File: config.mk
export PLATFORM = sky130hd
export DESIGN_NAME = wb_ram_ctrl_flat
export DESIGN_NICKNAME = d
export VERILOG_FILES = /design/src/rtl/wb_ram_ctrl_if.sv /design/src/rtl/wb_ram_ctrl.sv /design/src/flat_wrapper.sv
export SDC_FILE = /design/constraint.sdc
export NUM_CORES = 1
export LEC_CHECK = 0
export CAP_MARGIN = 40
export CORE_UTILIZATION = 40
export DETAILED_ROUTE_END_ITERATION = 6
export HOLD_SLACK_MARGIN = 0.08
export MAX_ROUTING_LAYER = met4
export PLACE_DENSITY_LB_ADDON = 0.1
export SETUP_SLACK_MARGIN = 0.05
export SLEW_MARGIN = 20
export SYNTH_ARGS = -nofsm -noshare
export SYNTH_HDL_FRONTEND = slang
export SYNTH_SLANG_ARGS = --single-unit
File: constraint.sdc
create_clock -name clk_i -period 1.9 [get_ports clk_i]
set_input_delay 0.38 -clock clk_i [delete_from_list [all_inputs] [get_ports clk_i]]
set_output_delay 0.38 -clock clk_i [all_outputs]
set_load 0.005 [all_outputs]
File: src/rtl/wb_ram_ctrl_if.sv
// Wishbone B4 classic bus bundle between a master and wb_ram_ctrl.
// Signal names keep the slave-side _i/_o suffixes so they match the controller's documentation.
interface wb_ram_ctrl_if #(
  parameter int ADDR_WIDTH = 32,
  parameter int DATA_WIDTH = 32
) ();
  localparam int SEL_WIDTH = DATA_WIDTH / 8;

  logic                  wb_cyc_i;
  logic                  wb_stb_i;
  logic                  wb_we_i;
  logic [ADDR_WIDTH-1:0] wb_adr_i;
  logic [DATA_WIDTH-1:0] wb_dat_i;
  logic [SEL_WIDTH-1:0]  wb_sel_i;
  logic [DATA_WIDTH-1:0] wb_dat_o;
  logic                  wb_ack_o;
  logic                  wb_err_o;

  modport master (
    output wb_cyc_i, wb_stb_i, wb_we_i, wb_adr_i, wb_dat_i, wb_sel_i,
    input  wb_dat_o, wb_ack_o, wb_err_o
  );

  modport slave (
    input  wb_cyc_i, wb_stb_i, wb_we_i, wb_adr_i, wb_dat_i, wb_sel_i,
    output wb_dat_o, wb_ack_o, wb_err_o
  );
endinterface

File: src/rtl/wb_ram_ctrl.sv
// Wishbone B4 classic slave driving a registered-read, no-byte-enable RAM.
// Partial-lane writes use read-modify-write. Define WB_RAM_ERR_EN to error-ack bad addresses.
module wb_ram_ctrl #(
  parameter  int RAM_WORDS_SIZE  = 256,
  parameter  int RAM_WORDS_WIDTH = 32,
  parameter  int WB_ADDR_WIDTH   = 32,
  localparam int AW              = $clog2(RAM_WORDS_SIZE),
  localparam int SW              = RAM_WORDS_WIDTH / 8
) (
  input  logic                       clk_i,
  input  logic                       rst_i,
  wb_ram_ctrl_if.slave               wb,
  output logic                       ram_we_o,
  output logic [RAM_WORDS_WIDTH-1:0] ram_data_o,
  output logic [AW-1:0]              ram_w_addr_o,
  output logic [AW-1:0]              ram_r_addr_o,
  input  logic [RAM_WORDS_WIDTH-1:0] ram_data_i
);

  typedef enum logic [1:0] {S_IDLE, S_RD, S_RMW, S_ACK} state_t;

  localparam logic [AW:0] LP_DEPTH = (AW + 1)'(RAM_WORDS_SIZE);

  state_t                     r_state;
  state_t                     w_stateNext;
  logic [RAM_WORDS_WIDTH-1:0] r_dat, w_datNext;
  logic                       r_ack, w_ackNext;
  logic                       r_err, w_errNext;
  logic                       r_ramWe, w_ramWeNext;
  logic [RAM_WORDS_WIDTH-1:0] r_ramData, w_ramDataNext;
  logic [AW-1:0]              r_wAddr, w_wAddrNext;

  logic                       w_req;
  logic [AW-1:0]              w_index;
  logic                       w_inRange;
  logic                       w_selFull;
  logic                       w_selNone;
  logic                       w_errReq;
  logic [RAM_WORDS_WIDTH-1:0] w_merged;
  logic                       w_unused;

  assign w_req     = wb.wb_cyc_i & wb.wb_stb_i;
  assign w_index   = wb.wb_adr_i[AW+1:2];
  assign w_inRange = ({1'b0, w_index} < LP_DEPTH);
  assign w_selFull = &wb.wb_sel_i;
  assign w_selNone = ~|wb.wb_sel_i;
  assign w_unused  = ^wb.wb_adr_i;

`ifdef WB_RAM_ERR_EN
  assign w_errReq = w_req & ((|(wb.wb_adr_i >> (AW + 2))) | ~w_inRange);
`else
  assign w_errReq = 1'b0;
`endif

  always_comb begin
    w_merged = ram_data_i;
    for (int k = 0; k < SW; k++) begin
      if (wb.wb_sel_i[k]) w_merged[8*k +: 8] = wb.wb_dat_i[8*k +: 8];
    end
  end

  always_ff @(posedge clk_i) begin
    if (rst_i) begin
      r_state   <= S_IDLE;
      r_dat     <= '0;
      r_ack     <= 1'b0;
      r_err     <= 1'b0;
      r_ramWe   <= 1'b0;
      r_ramData <= '0;
      r_wAddr   <= '0;
    end else begin
      r_state   <= w_stateNext;
      r_dat     <= w_datNext;
      r_ack     <= w_ackNext;
      r_err     <= w_errNext;
      r_ramWe   <= w_ramWeNext;
      r_ramData <= w_ramDataNext;
      r_wAddr   <= w_wAddrNext;
    end
  end

  always_comb begin
    w_stateNext = r_state;
    case (r_state)
      S_IDLE: begin
        if (w_req) begin
          if (w_errReq)                    w_stateNext = S_ACK;
          else if (!wb.wb_we_i)            w_stateNext = S_RD;
          else if (w_selFull || w_selNone) w_stateNext = S_ACK;
          else                             w_stateNext = S_RMW;
        end
      end
      S_RD, S_RMW: w_stateNext = wb.wb_cyc_i ? S_ACK : S_IDLE;
      S_ACK:       w_stateNext = S_IDLE;
      default:     w_stateNext = S_IDLE;
    endcase
  end

  // Ack, err and write-enable default low so they last exactly one cycle; data/address hold.
  always_comb begin
    w_datNext     = r_dat;
    w_ackNext     = 1'b0;
    w_errNext     = 1'b0;
    w_ramWeNext   = 1'b0;
    w_ramDataNext = r_ramData;
    w_wAddrNext   = r_wAddr;
    case (r_state)
      S_IDLE: begin
        if (w_req) begin
          if (w_errReq) begin
            w_errNext = 1'b1;
          end else if (wb.wb_we_i && w_selFull) begin
            w_ramWeNext   = w_inRange;
            w_ramDataNext = wb.wb_dat_i;
            w_wAddrNext   = w_index;
            w_ackNext     = 1'b1;
          end else if (wb.wb_we_i && w_selNone) begin
            w_ackNext = 1'b1;
          end
        end
      end
      S_RD: begin
        if (wb.wb_cyc_i) begin
          w_datNext = w_inRange ? ram_data_i : '0;
          w_ackNext = 1'b1;
        end
      end
      S_RMW: begin
        if (wb.wb_cyc_i) begin
          w_ramWeNext   = w_inRange;
          w_ramDataNext = w_merged;
          w_wAddrNext   = w_index;
          w_ackNext     = 1'b1;
        end
      end
      default: ;
    endcase
  end

  assign wb.wb_dat_o  = r_dat;
  assign wb.wb_ack_o  = r_ack;
  assign wb.wb_err_o  = r_err;
  assign ram_we_o     = r_ramWe;
  assign ram_data_o   = r_ramData;
  assign ram_w_addr_o = r_wAddr;
  assign ram_r_addr_o = w_index;

endmodule

File: src/flat_wrapper.sv
// flat-port wrapper written by rule: the top's interface ports become plain ports
module wb_ram_ctrl_flat 
#(
  parameter  int RAM_WORDS_SIZE  = 256,
  parameter  int RAM_WORDS_WIDTH = 32,
  parameter  int WB_ADDR_WIDTH   = 32,
  localparam int AW              = $clog2(RAM_WORDS_SIZE),
  localparam int SW              = RAM_WORDS_WIDTH / 8
)
  (clk_i, rst_i, ram_we_o, ram_data_o, ram_w_addr_o, ram_r_addr_o, ram_data_i, wb_wb_cyc_i, wb_wb_stb_i, wb_wb_we_i, wb_wb_adr_i, wb_wb_dat_i, wb_wb_sel_i, wb_wb_dat_o, wb_wb_ack_o, wb_wb_err_o);
  wb_ram_ctrl_if #(.ADDR_WIDTH(32), .DATA_WIDTH((32))) wb_i ();
  input  logic clk_i;
  input  logic rst_i;
  output logic ram_we_o;
  output logic [RAM_WORDS_WIDTH-1:0] ram_data_o;
  output logic [AW-1:0] ram_w_addr_o;
  output logic [AW-1:0] ram_r_addr_o;
  input  logic [RAM_WORDS_WIDTH-1:0] ram_data_i;
  input wire logic [$bits(wb_i.wb_cyc_i)-1:0] wb_wb_cyc_i;
  input wire logic [$bits(wb_i.wb_stb_i)-1:0] wb_wb_stb_i;
  input wire logic [$bits(wb_i.wb_we_i)-1:0] wb_wb_we_i;
  input wire logic [$bits(wb_i.wb_adr_i)-1:0] wb_wb_adr_i;
  input wire logic [$bits(wb_i.wb_dat_i)-1:0] wb_wb_dat_i;
  input wire logic [$bits(wb_i.wb_sel_i)-1:0] wb_wb_sel_i;
  output wire logic [$bits(wb_i.wb_dat_o)-1:0] wb_wb_dat_o;
  output wire logic [$bits(wb_i.wb_ack_o)-1:0] wb_wb_ack_o;
  output wire logic [$bits(wb_i.wb_err_o)-1:0] wb_wb_err_o;
  assign wb_i.wb_cyc_i = wb_wb_cyc_i;
  assign wb_i.wb_stb_i = wb_wb_stb_i;
  assign wb_i.wb_we_i = wb_wb_we_i;
  assign wb_i.wb_adr_i = wb_wb_adr_i;
  assign wb_i.wb_dat_i = wb_wb_dat_i;
  assign wb_i.wb_sel_i = wb_wb_sel_i;
  assign wb_wb_dat_o = wb_i.wb_dat_o;
  assign wb_wb_ack_o = wb_i.wb_ack_o;
  assign wb_wb_err_o = wb_i.wb_err_o;
  wb_ram_ctrl #(.RAM_WORDS_SIZE(RAM_WORDS_SIZE), .RAM_WORDS_WIDTH(RAM_WORDS_WIDTH), .WB_ADDR_WIDTH(WB_ADDR_WIDTH)) u_core (.clk_i(clk_i), .rst_i(rst_i), .wb(wb_i), .ram_we_o(ram_we_o), .ram_data_o(ram_data_o), .ram_w_addr_o(ram_w_addr_o), .ram_r_addr_o(ram_r_addr_o), .ram_data_i(ram_data_i));
endmodule
==> results.py, run 1 <==
metrics = {
    "run_status": {
        "outcome": "complete, no violations",
    },
    "synth": {
        "synth-warning-count": 0,
        "synth_area_per_cell_um2": 9.684,
        "synth.area.top_cells": "dfxtp_1 (43%), mux2i_1 (11%), a211oi_2 (11%), a211oi_1 (7.4%), nand2_1 (6.9%)",
        "synth_edf_count": 0,
        "netlist_area_mm2": 0.003573,
        "netlist_instances": 369,
        "yosys.cell_count.top_type": "dfxtp_1",
        "synth_common_cells": "dfxtp_1 (76), nand2_1 (66), mux2i_1 (40)",
        "synth_top_area_frac": 0.4258,
        "synth.largest_area_cell": "dfxtp_1",
        "synthArstFlopShare": 0,
        "ys.flop_type": "dfxtp_1",
        "yosysSeqAreaShare": 0.4258,
        "synth-seq-cells": 76,
        "syn_nets": 478,
        "ys_types": 29,
    },
    "clock_tree": {
        "cts_made_buffers": 9,
        "cts_hold_buf": 0,
        "htreeDepth": 3,
        "cts_buffer_depth": 2,
        "clk_latency_ns": 0.34,
        "cts_tree": "done",
        "clk_pin_slew_ns": 0.08,
        "cts_root_buf": "clkbuf_8",
        "clkSinkCount": 76,
    },
    "sta": {
        "final_max_slew_viol_count": 0,
        "min_period_ns": 1.777,
        "maxSlewHeadroom": 0.6634,
        "fin_tns_setup_ns": 0,
        "setup_viol": 0,
        "clock_skew_ns": 0.005907,
        "worst_pin_slew_ns": 0.5049,
        "fmax_mhz": 562.9,
        "holdWs_ns": 0.4561,
        "rsz0062_at_grt": "yes",
        "finalHoldViolCount": 0,
        "fin_crit_sh": 0.9350,
    },
    "routing": {
        "vias": 3220,
        "wl_per_cell_um": 15.65,
        "viasPerCell": 5.087,
        "drc": 0,
        "drt_iter0_markers": 72,
        "drtPass1Iterations": 4,
        "ant_nets": 0,
        "routed_wl_um": 9908,
    },
    "global_route": {
        "grt_pass1_vias": 3128,
        "antenna_found_initial": 0,
        "grt_max_degree": 36,
        "grt_pass1_wl_um": 15350,
        "track_usage": 0.2236,
        "grt-ovfl-total": 0,
    },
    "critical_path": {
        "critPathKind": "in2out",
        "start_kind": "input port",
        "slowest_stage": "clkdlybuf4s50_1",
        "endpoint_kind": "primary output",
        "cp_cell_sequence": "clkdlybuf4s50_1, clkdlybuf4s50_1",
        "critical-path-top-delay-family": "buffers and inverters",
        "crit_fanout": 2,
        "worst_ep_required_time_ns": 1.52,
        "crit_arrival_ns": 1.40,
        "max_stage_delay_ns": 0.52,
        "path_buf_inv": 2,
        "path_common_cell": "clkdlybuf4s50_1",
    },
    "pwr": {
        "p_per_area_mw_per_mm2": 678.7,
        "total_leakage_power_nw": 2.151,
        "vdd_ir_drop_max_uv": 412.6,
    },
    "floorplan": {
        "die_w_um": 96.52,
        "die_h_um": 96.52,
        "initial_utilization": 0.4118,
        "core_mm2": 0.008678,
        "rows": 34,
        "die-area_mm2": 0.009315,
        "pin_count": 188,
    },
    "placed_design": {
        "place_inst": 616,
        "io_buffers": 162,
        "dp.final_hpwl_um": 7261,
        "gp_congestion": 0.7767,
    },
    "layout": {
        "fin_cells": 633,
        "n_antenna_cell": 0,
        "nFillCells": 775,
        "layout-drive-gt1-share": 0.1429,
        "nets": 629,
        "area_delta_synth_final_pct": 55.74,
    },
    "run": {
        "maxCapViolCount": 0,
    },
    "worst_hold_path": {
        "hold_class": "reg2reg",
    },
}
-- area by class of cell --
cell class	instances	area (um^2)	area share
clock inverters	4	95.09	0.01709
repair buffers	184	1872	0.3363
clock buffers	12	155.1	0.02788
well taps	108	135.1	0.02428
flip-flops and latches	76	1523	0.2736
multi-input cells	247	1778	0.3195
inverters	2	7.507	0.001349
-- path summary, 6_finish.rpt --
kind / from / end / slack [ns] / depth (start not counted)
max: wb_wb_adr_i[8] / ram_r_addr_o[6] / 0.12 / 2
min: u_core.wb.wb_dat_o[31]$_SDFFE_PP0P_ / u_core.wb.wb_dat_o[31]$_SDFFE_PP0P_ / 0.46 / 2
max reg2reg: u_core.r_state[1]$_SDFFE_PP0P_ / u_core.ram_data_o[7]$_SDFFE_PP0P_ / 0.15 / 6
min reg2reg: u_core.wb.wb_dat_o[31]$_SDFFE_PP0P_ / u_core.wb.wb_dat_o[31]$_SDFFE_PP0P_ / 0.46 / 2
-- sequential cells by signal (all words and copies together), names as in the netlist --
signal,count
u_core.r_state,2
u_core.ram_w_addr_o,8
u_core.wb.wb_dat_o,32
u_core.ram_we_o,1
u_core.wb.wb_ack_o,1
u_core.ram_data_o,32
-- routing by layer --
layer	GRT usage	up-vias	share of wire
met2	0.3703	103	0.48
li1	-	1605	-
met5	-	-	0
met4	0.06863	0	0.013
met1	0.2642	1503	0.43
met3	0.06103	9	0.074
-- layout by cell type, fill, tap and decap left out, drive strengths merged, types with 2 or more instances in the layout --
cell | netlist | routed
clkdlybuf4s50 | 0 | 161
dfxtp | 76 | 76
nand2 | 66 | 66
a211oi | 66 | 66
mux2i | 40 | 40
a21oi | 34 | 34
buf | 27 | 23
nand2b | 20 | 20
clkbuf | 17 | 12
ha | 4 | 4
bufinv | 0 | 3
inv | 2 | 2
nor2 | 2 | 2
a22oi | 2 | 2
and4 | 2 | 2
o21ai | 2 | 2
-- per-stage QoR --
stage / area (um^2) / setup WS (ns) / power (mW) / utilization
after floorplan: 3573 / 0.2757 / 1.948 / -
after global placement: 5294 / -0.04503 / 2.280 / 0.6100
after detailed placement: 5294 / -0.06146 / 2.291 / 0.6100
after CTS: 5544 / 0.05358 / 3.825 / 0.6388
after global routing: 5565 / 0.02466 / 3.961 / 0.6413
final: 5565 / 0.1235 / 3.777 / 0.6413
-- what timing repair did --
action,4_1_cts,5_1_grt
endpoints found under the setup margin,3,40
buffers inserted,0,1
gates resized for setup,0,1
pin swaps,1,1
-- worst register-to-register path, delay by kind of cell, from the launching register on --
kind                     cells  cell delay, ns
adder cells (fa/ha/maj)      1            0.24
buffers and inverters        2            0.29
flip-flops                   1            0.39
AO/OA/AOI/OAI                2            0.41
AND/OR/NAND/NOR              1            0.29
-- cells by family after synthesis --
kind of cell | share of synthesized area
AND/OR/NAND/NOR | 0.1208
AO/OA/AOI/OAI | 0.2461
multiplexers | 0.1152
adder cells (fa/ha/maj) | 0.01401
buffers and inverters | 0.07703
flip-flops | 0.4258
other | 0.001049
-- report_power, final --
part / internal [mW] / switching (mW)
clock: 0.944 / 0.581
sequential: 1.64 / 0.0243
combinational: 0.350 / 0.242
Power figures use the tool's default switching activity.
==> run 2: changes to the inputs <==
- REMOVE_ABC_BUFFERS: not set -> 1
==> run 2 against run 1 <==
  * Utilization is 1.2 points higher
  * Final cell count is 0.95% higher
  * Global-route usage is 0.20 points lower
  * Clock power hardly changed
  * Non-clock buffer count is 7 higher
  * Via count is 2.1% higher
  * Largest power group unchanged
  * Critical endpoint is now ram_r_addr_o[4]
==> results.py, run 2 (synthesis gave the netlist of run 1 again) <==
metrics = {
    "routing": {
        "wl_per_cell_um": 15.88,
        "routed_wl_um": 10150,
        "drc": 0,
        "viasPerCell": 5.144,
        "ant_nets": 0,
        "vias": 3287,
        "drtPass1Iterations": 4,
        "drt_iter0_markers": 59,
    },
    "clock_tree": {
        "cts_hold_buf": 0,
        "clkSinkCount": 76,
        "cts.repair.resized": 0,
        "post_cts_buffers": 0,
        "htreeDepth": 3,
        "clk_latency_ns": 0.35,
        "cts_tree": "done",
        "cts_buffer_depth": 2,
        "cts_root_buf": "clkbuf_8",
        "clk_pin_slew_ns": 0.08,
        "cts_made_buffers": 9,
    },
    "floorplan": {
        "die-area_mm2": 0.009315,
        "core_mm2": 0.008678,
        "pin_count": 188,
        "initial_utilization": 0.4118,
        "die_w_um": 96.52,
        "rows": 34,
        "die_h_um": 96.52,
    },
    "layout": {
        "nFillCells": 761,
        "layout-drive-gt1-share": 0.1620,
        "final_common_cell": "clkdlybuf4s50_1",
        "area_delta_synth_final_pct": 58.58,
        "final_cell_mix": "clkdlybuf4s50_1 (161), dfxtp_1 (76), nand2_1 (66)",
        "n_antenna_cell": 0,
        "fin_cells": 639,
        "nets": 636,
        "final_area_mm2": 0.005667,
    },
    "worst_hold_path": {
        "worstHoldStart": "rst_i",
        "holdPathEnd": "u_core.wb.wb_dat_o[11]$_SDFFE_PP0P_",
        "holdPathStages": 2,
        "hold_class": "in2reg",
    },
    "global_route": {
        "top_usage_layer": "met2",
        "grt_pass1_wl_um": 15160,
        "met3_usage": 0.04538,
        "grt-ovfl-total": 0,
        "grt_max_degree": 46,
        "antenna_found_initial": 0,
        "track_usage": 0.2216,
        "grtUsageMet1": 0.2686,
        "gr-usage-met2": 0.3674,
        "grt_pass1_vias": 3162,
    },
    "pwr": {
        "switchingPower_uw": 868.4,
        "switching_share": 0.2307,
        "p_per_area_mw_per_mm2": 664.3,
        "clkPwrFrac": 0.398,
        "power_frac_seq": 0.441,
        "power.share.combinational": 0.161,
        "power.internal_mw": 2.896,
        "total_leakage_power_nw": 2.183,
        "vdd_ir_drop_max_uv": 318.4,
    },
    "sta": {
        "clock_skew_ns": 0.01028,
        "min_period_ns": 1.759,
        "holdWs_ns": 0.4022,
        "finalHoldViolCount": 0,
        "fin_crit_sh": 0.9259,
        "final_max_slew_viol_count": 0,
        "fmax_mhz": 568.4,
        "rsz0062_at_grt": "no",
        "setup_viol": 0,
    },
    "critical_path": {
        "critPathKind": "in2out",
        "slowest_stage": "clkdlybuf4s50_1",
        "cp_cell_sequence": "clkdlybuf4s50_1, clkdlybuf4s50_1",
        "endpoint_kind": "primary output",
        "start_kind": "input port",
        "crit_fanout": 2,
        "r2r_start": "u_core.r_state[0]$_SDFFE_PP0P_",
        "max_stage_delay_ns": 0.51,
        "crit_arrival_ns": 1.38,
        "timing.rr.end": "u_core.ram_data_o[30]$_SDFFE_PP0P_",
        "path_common_cell": "clkdlybuf4s50_1",
        "critical-path-top-delay-family": "buffers and inverters",
        "ff2ff_path_depth": 6,
        "r2r_slack_ns": 0.14,
        "worst_ep_required_time_ns": 1.52,
        "path_buf_inv": 2,
    },
    "run": {
        "maxCapViolCount": 0,
    },
    "run_status": {
        "outcome": "complete, no violations",
    },
    "placed_design": {
        "io_buffers": 162,
        "dp.final_hpwl_um": 7387,
        "gp_congestion": 0.7823,
        "placed_area_mm2": 0.005406,
        "place_inst": 624,
    },
}
==> run 2: worst max-delay path by stage <==
stage,slack (ns),start,endpoint,depth (start not counted)
detailed placement,0.06,wb_wb_stb_i,u_core.ram_data_o[31]$_SDFFE_PP0P_,5
global route,0.05,u_core.r_state[0]$_SDFFE_PP0P_,u_core.ram_data_o[8]$_SDFFE_PP0P_,6
floorplan,-0.28,u_core.r_state[0]$_SDFFE_PP0P_,u_core.ram_data_o[8]$_SDFFE_PP0P_,5
global placement,0.08,wb_wb_cyc_i,u_core.wb.wb_ack_o$_SDFF_PP0_,5
finish,0.14,wb_wb_adr_i[6],ram_r_addr_o[4],2
CTS,0.10,u_core.r_state[0]$_SDFFE_PP0P_,u_core.ram_data_o[31]$_SDFFE_PP0P_,6
==> run 2: layout make-up <==
class	instances	area, um^2	area share
timing repair buffer	191	1962	0.3462
multi-input combinational	247	1802	0.3180
sequential	76	1521	0.2685
clock buffer	11	141.4	0.02495
tap	108	135.1	0.02385
clock inverter	4	97.59	0.01722
inverter	2	7.507	0.001325
==> run 2: worst register-to-register path, cell delays in order, from the launching register on <==
cell and delay (ns):
dfxtp_1 0.39, inv_1 0.09, ha_1 0.28, and3b_2 0.33, buf_12 0.18, a211oi_1 0.29
a211oi_2 0.08
==> run 2: metal layers <==
layer | wire length [um] | vias up
li1 | - | 1620
met5 | 0 | -
met4 | 106 | 0
met3 | 535 | 9
met1 | 4572 | 1555
met2 | 4931 | 103
==> run 2: through the flow <==
stage	TNS (ns)	setup WS (ns)	total power, mW	utilization
floorplan	-9.301	-0.2850	1.886	-
global placement	0	0.07663	2.287	0.6230
detailed placement	0	0.05741	2.301	0.6230
CTS	0	0.1037	3.793	0.6505
global route	0	0.05180	3.909	0.6530
finish	0	0.1408	3.765	0.6530
==> run 2: power groups by stage <==
stage / Clock [mW] / Sequential [mW] / Combinational [mW]
finish: 1.50 / 1.66 / 0.606
global route: 1.59 / 1.67 / 0.653
CTS: 1.52 / 1.66 / 0.608
detailed placement: 0 / 1.70 / 0.604
global placement: 0 / 1.69 / 0.593
floorplan: 0 / 1.70 / 0.187
==> run 3: changes to the inputs <==
- GPL_TIMING_DRIVEN: not set -> 0
==> run 3 against run 2 <==
  * Highest routed layer unchanged
  * Largest cell class is now multi-input gates
  * Worst hold slack gained 0.017 ns
  * Non-clock buffer count down 17
  * Fmax about the same
  * Global-route usage is 0.051 points higher
  * Die area is the same
  * Sequential share of layout area rose by 0.68 points
  * Via count is 0.97% lower
  * Count of clock-buffer cells in the layout grew 1
  * Clock power up 9%
  * Sequential power about the same
  * Critical endpoint is now ram_r_addr_o[5]
==> results.py, run 3 (synthesis gave the netlist of run 1 again) <==
metrics = {
    "sta": {
        "clock_skew_ns": 0.007945,
        "fmax_mhz": 568.0,
        "rsz0062_at_grt": "yes",
        "min_period_ns": 1.761,
        "worst_pin_slew_ns": 0.7167,
        "finalHoldViolCount": 0,
        "final_max_slew_viol_count": 0,
        "maxSlewHeadroom": 0.5205,
        "setup_viol": 0,
        "fin_crit_sh": 0.9267,
    },
    "critical_path": {
        "path_buf_inv": 2,
        "path_common_cell": "clkdlybuf4s50_1",
        "start_kind": "input port",
        "crit_fanout": 2,
        "endpoint_kind": "primary output",
        "critical-path-top-delay-family": "buffers and inverters",
        "r2r_slack_ns": 0.15,
        "worst_ep_required_time_ns": 1.52,
        "crit_arrival_ns": 1.38,
        "max_stage_delay_ns": 0.52,
        "critPathKind": "in2out",
        "cp_cell_sequence": "clkdlybuf4s50_1, clkdlybuf4s50_1",
        "slowest_stage": "clkdlybuf4s50_1",
    },
    "layout": {
        "layout-drive-gt1-share": 0.1335,
        "nets": 621,
        "area_delta_synth_final_pct": 54.66,
        "n_antenna_cell": 0,
        "final_area_mm2": 0.005527,
        "final_cell_mix": "clkdlybuf4s50_1 (161), dfxtp_1 (76), nand2_1 (65)",
        "final_common_cell": "clkdlybuf4s50_1",
        "final_util": 0.6368,
        "nFillCells": 775,
    },
    "clock_tree": {
        "clkSinkCount": 76,
        "clk_latency_ns": 0.34,
        "cts_root_buf": "clkbuf_8",
        "clk_pin_slew_ns": 0.08,
        "cts_made_buffers": 9,
        "htreeDepth": 3,
        "cts_buffer_depth": 2,
        "cts_tree": "done",
        "cts_hold_buf": 0,
    },
    "routing": {
        "routed_wl_um": 10070,
        "ant_nets": 0,
        "drt_iter0_markers": 57,
        "vias": 3255,
        "drtPass1Iterations": 4,
        "drc": 0,
        "viasPerCell": 5.208,
        "wl_per_cell_um": 16.11,
    },
    "run_status": {
        "outcome": "complete, no violations",
    },
    "pwr": {
        "total_leakage_power_nw": 2.112,
        "clkPwrFrac": 0.421,
        "power_frac_seq": 0.428,
        "power.share.combinational": 0.151,
        "switchingPower_uw": 854.1,
        "switching_share": 0.2205,
        "p_per_area_mw_per_mm2": 700.8,
        "vdd_ir_drop_max_uv": 454.8,
        "power.internal_mw": 3.019,
    },
    "placed_design": {
        "gp_congestion": 0.7378,
        "io_buffers": 162,
        "dp.final_hpwl_um": 6421,
        "placed_area_mm2": 0.005150,
    },
    "floorplan": {
        "pin_count": 188,
        "die_w_um": 96.52,
        "die-area_mm2": 0.009315,
        "initial_utilization": 0.4118,
        "die_h_um": 96.52,
        "core_mm2": 0.008678,
        "rows": 34,
    },
    "global_route": {
        "grt_max_degree": 59,
        "track_usage": 0.2221,
        "grt-ovfl-total": 0,
        "grt_pass1_vias": 2940,
        "grt_pass1_wl_um": 15220,
        "antenna_found_initial": 0,
    },
    "run": {
        "maxCapViolCount": 0,
    },
    "worst_hold_path": {
        "hold_class": "in2reg",
    },
}
[run 3: worst paths after layout]
kind | startpoint | to | cells past startpoint
worst max-delay path | wb_wb_adr_i[7] | ram_r_addr_o[5] | 2
worst min-delay path | rst_i | u_core.wb.wb_dat_o[24]$_SDFFE_PP0P_ | 2
worst max register to register | u_core.r_state[0]$_SDFFE_PP0P_ | u_core.ram_data_o[26]$_SDFFE_PP0P_ | 5
worst min register to register | u_core.wb.wb_dat_o[21]$_SDFFE_PP0P_ | u_core.wb.wb_dat_o[21]$_SDFFE_PP0P_ | 2
[run 3: area by class of cell]
type / instances / area (um^2) / area share
Multi-Input combinational cell: 249 / 1815 / 0.3285
Clock inverter: 4 / 120.1 / 0.02173
Sequential cell: 76 / 1521 / 0.2753
Tap cell: 108 / 135.1 / 0.02445
Clock buffer: 12 / 145.1 / 0.02626
Inverter: 2 / 7.507 / 0.001358
Timing Repair Buffer: 174 / 1782 / 0.3224
[run 3: repair_timing]
action / CTS / global route
cloned: 2 / 0
setup endpoints to repair: 40 / 60
pin swaps: 0 / 1
setup buffers: 4 / 5
gates resized for setup: 5 / 1
[run 3: power by group through the flow]
stage / clock (mW) / sequential [mW] / combinational (mW)
after CTS: 1.67 / 1.66 / 0.580
after floorplan: 0 / 1.70 / 0.187
final: 1.63 / 1.66 / 0.583
after detailed placement: 0 / 1.70 / 0.569
after global placement: 0 / 1.69 / 0.546
after global routing: 1.74 / 1.66 / 0.632
[run 3: layer usage]
layer,GRT usage,wire length [um],up-vias,share of wire
met2,0.3474,4785,100,0.48
met1,0.2917,4598,1551,0.46
met5,-,0,-,0
met3,0.05556,629,9,0.062
met4,0.04412,52,0,0.0052
li1,-,-,1595,-
[run 3: through the flow]
step / power, mW / setup TNS [ns] / hold slack (ns) / setup slack, ns / cells
3_3_place_gp: 2.240 / -132.97 / 0.4405 / -1.984 / 595
5_1_grt: 4.040 / 0 / 0.4336 / 0.01302 / 625
2_1_floorplan: 1.886 / -9.301 / 0.4446 / -0.2850 / 325
3_5_place_dp: 2.265 / -29.31 / 0.4462 / -0.7036 / 598
6_report: 3.873 / 0 / 0.4196 / 0.1393 / 625
4_1_cts: 3.914 / 0 / 0.4099 / 0.1238 / 620
==> RTL edit (settings of run 1) <==
Build with the macro `WB_RAM_ERR_EN` defined.
--- a/src/rtl/wb_ram_ctrl.sv
+++ b/src/rtl/wb_ram_ctrl.sv
@@ -1,5 +1,7 @@
 // Wishbone B4 classic slave driving a registered-read, no-byte-enable RAM.
 // Partial-lane writes use read-modify-write. Define WB_RAM_ERR_EN to error-ack bad addresses.
+`define WB_RAM_ERR_EN
+
 module wb_ram_ctrl #(
   parameter  int RAM_WORDS_SIZE  = 256,
   parameter  int RAM_WORDS_WIDTH = 32,
Check against the original RTL: not equivalent (a bounded check fails within 4 cycles, from zero or initial values and one cycle with rst_i high).
==> RTL edit against run 1 <==
Wire length up 0.61%; count of clock-buffer cells in the layout down 2; area after synthesis is 2.8% lower; via count up 1.1%; register-to-register slack worse by 0.03 ns; utilization up 6.8 points; final area increased by 5.8%; non-clock buffer count up 29; critical path depth is 5 higher; sequential cell count up 1; worst setup slack got worse by 0.026 ns.
Power is not compared: it rests on default switching activity, and its combinational part moved more than twofold at a synthesized area within 25%.
==> RTL edit: results (changes against run 1) <==
| Metric | Value |
|---|---|
| Outcome | `completed` |
| Final Skew | `0.00565 ns (-0.000260 ns)` |
| Via Count | `3257 (+1.1%)` |
| Largest net degree at the start of global routing | `29 (-19%)` |
| Initial antenna violation count | `0 (unchanged)` |
| Synth Area in Adders | `1.80% (+0.40 points)` |
| CP Max Fanout | `5 (+3)` |
| Hpwl dp | `7.22 mm (-0.53%)` |
| Relative max-transition margin | `72.3% (+6.0 points)` |
| Worst min-delay path class | `reg2reg` |
| Post-synthesis mux area share | `9.22% (-2.3 points)` |
| Post-CTS setup buffers | `0 (unchanged)` |
| First-pass GRT wire length | `14.7 mm (-4.4%)` |
| GR Util met3 | `5.98% (-0.12 points)` |
| Synth Area in Compound Gates | `23.2% (-1.4 points)` |
| # nets final | `649 (+3.2%)` |
| Mapped Avg Cell Area | `10.0 µm² (+3.7%)` |
| Post-Place Setup Slack | `-0.273 ns (-0.211 ns)` |
| Drt via density | `5.03 (-1.2%)` |
| Final WL | `9.97 mm (+0.61%)` |
| Top post-synthesis cells by count | `dfxtp_1 (77), nand2_1 (70), a21oi_1 (43), mux2i_1 (32), o2bb2ai_2 (30)` |
| Post-Syn Nets | `456 (-4.6%)` |
| Placed cell count | `630 (+2.3%)` |
| Met1 GRT Util | `25.4% (-0.99 points)` |
| Unique masters post-synth | `34 (+17%)` |
| Most common flop cell mapped by yosys | `dfxtp_1` |
| Via count of the first global-routing pass | `3165 (+1.2%)` |
| Area after DPL | `5550 µm² (+4.8%)` |
| Port bufs | `185 (+14%)` |
| GRT Util Overall | `21.6% (-0.76 points)` |
| Clk_lat worst skew | `0.34 ns (about the same)` |
| CP top delay family | `buffers and inverters` |
| CTS-repair resized insts | `2 (+2)` |
| DR iter-0 viols | `125 (+74%)` |
| Share of cells above drive strength 1 | `17.7% (+3.4 points)` |
| Crit-path max cell delay | `0.50 ns (-0.02 ns)` |
| Sw power | `~1400 µW` |
| Ranking of synthesized cells by area | `dfxtp_1 (44%), o2bb2ai_2 (13%), mux2i_1 (9.2%)` |
| TritonRoute pass-1 iters | `4 (unchanged)` |
| Crit path DAT | `2.04 ns (+0.64 ns)` |
| Final weighted congestion in routability-driven placement | `0.817 (+5.2%)` |
| GR Util met2 | `35.8% (-1.3 points)` |
| Post-synthesis sequential area ratio | `44.4% (+1.8 points)` |
| Number of inserted diodes | `0 (unchanged)` |
-- RTL edit: cell count changes in the layout (fill, tap and decap cells not counted), moves of 4 or more --
cell and delta:
a211oi_1 -35, a211oi_2 -31, o2bb2ai_2 +31, nand2b_1 -14, dlymetal6s2s_1 +12, clkdlybuf4s50_1 +11, a21oi_1 +10, nand3_1 +9
mux2i_1 -8, o21ai_1 +7, nand2_1 +4
-- RTL edit: cell type report --
type | instances | area [µm²]
well taps | 105 | 131
multi-input cells | 234 | 1770
clock buffers | 10 | 138
inverters | 4 | 15.0
fillers | 631 | 2410
repair buffers | 213 | 2230
flip-flops and latches | 77 | 1540
clock inverters | 5 | 60.1
-- RTL edit: per-layer routing --
metal | wire length, µm | up-vias
li1 | - | 1605
met1 | 4250 | 1520
met2 | 4830 | 125
met3 | 799 | 7
met4 | 85 | 0
met5 | 0 | -
-- RTL edit: worst paths after layout --
path	depth (start not counted)	start	slack, ns	end
setup reg to reg	7	u_core.r_state[0]	0.12	u_core.ram_data_o[7]
hold / removal	2	u_core.wb.wb_dat_o[13]	0.45	u_core.wb.wb_dat_o[13]
setup / recovery	7	wb_wb_sel_i[1]	0.1	u_core.ram_data_o[7]
hold reg to reg	2	u_core.wb.wb_dat_o[13]	0.45	u_core.wb.wb_dat_o[13]
-- RTL edit: cell families after synthesis --
| logic type | after synthesis |
|---|---|
| compound gates | 91 |
| flops | 77 |
| fa+ha+maj | 5 |
| simple gates | 106 |
| mux | 32 |
| buf+inv | 35 |
-- RTL edit: worst reg2reg max path, cell delays in order, from the launching register on --
cell	delay, ns
dfxtp_2	0.37
inv_2	0.07
ha_1	0.27
nand2b_1	0.17
o21ai_4	0.12
a21oi_4	0.38
clkbuf_16	0.25
o2bb2ai_2	0.10
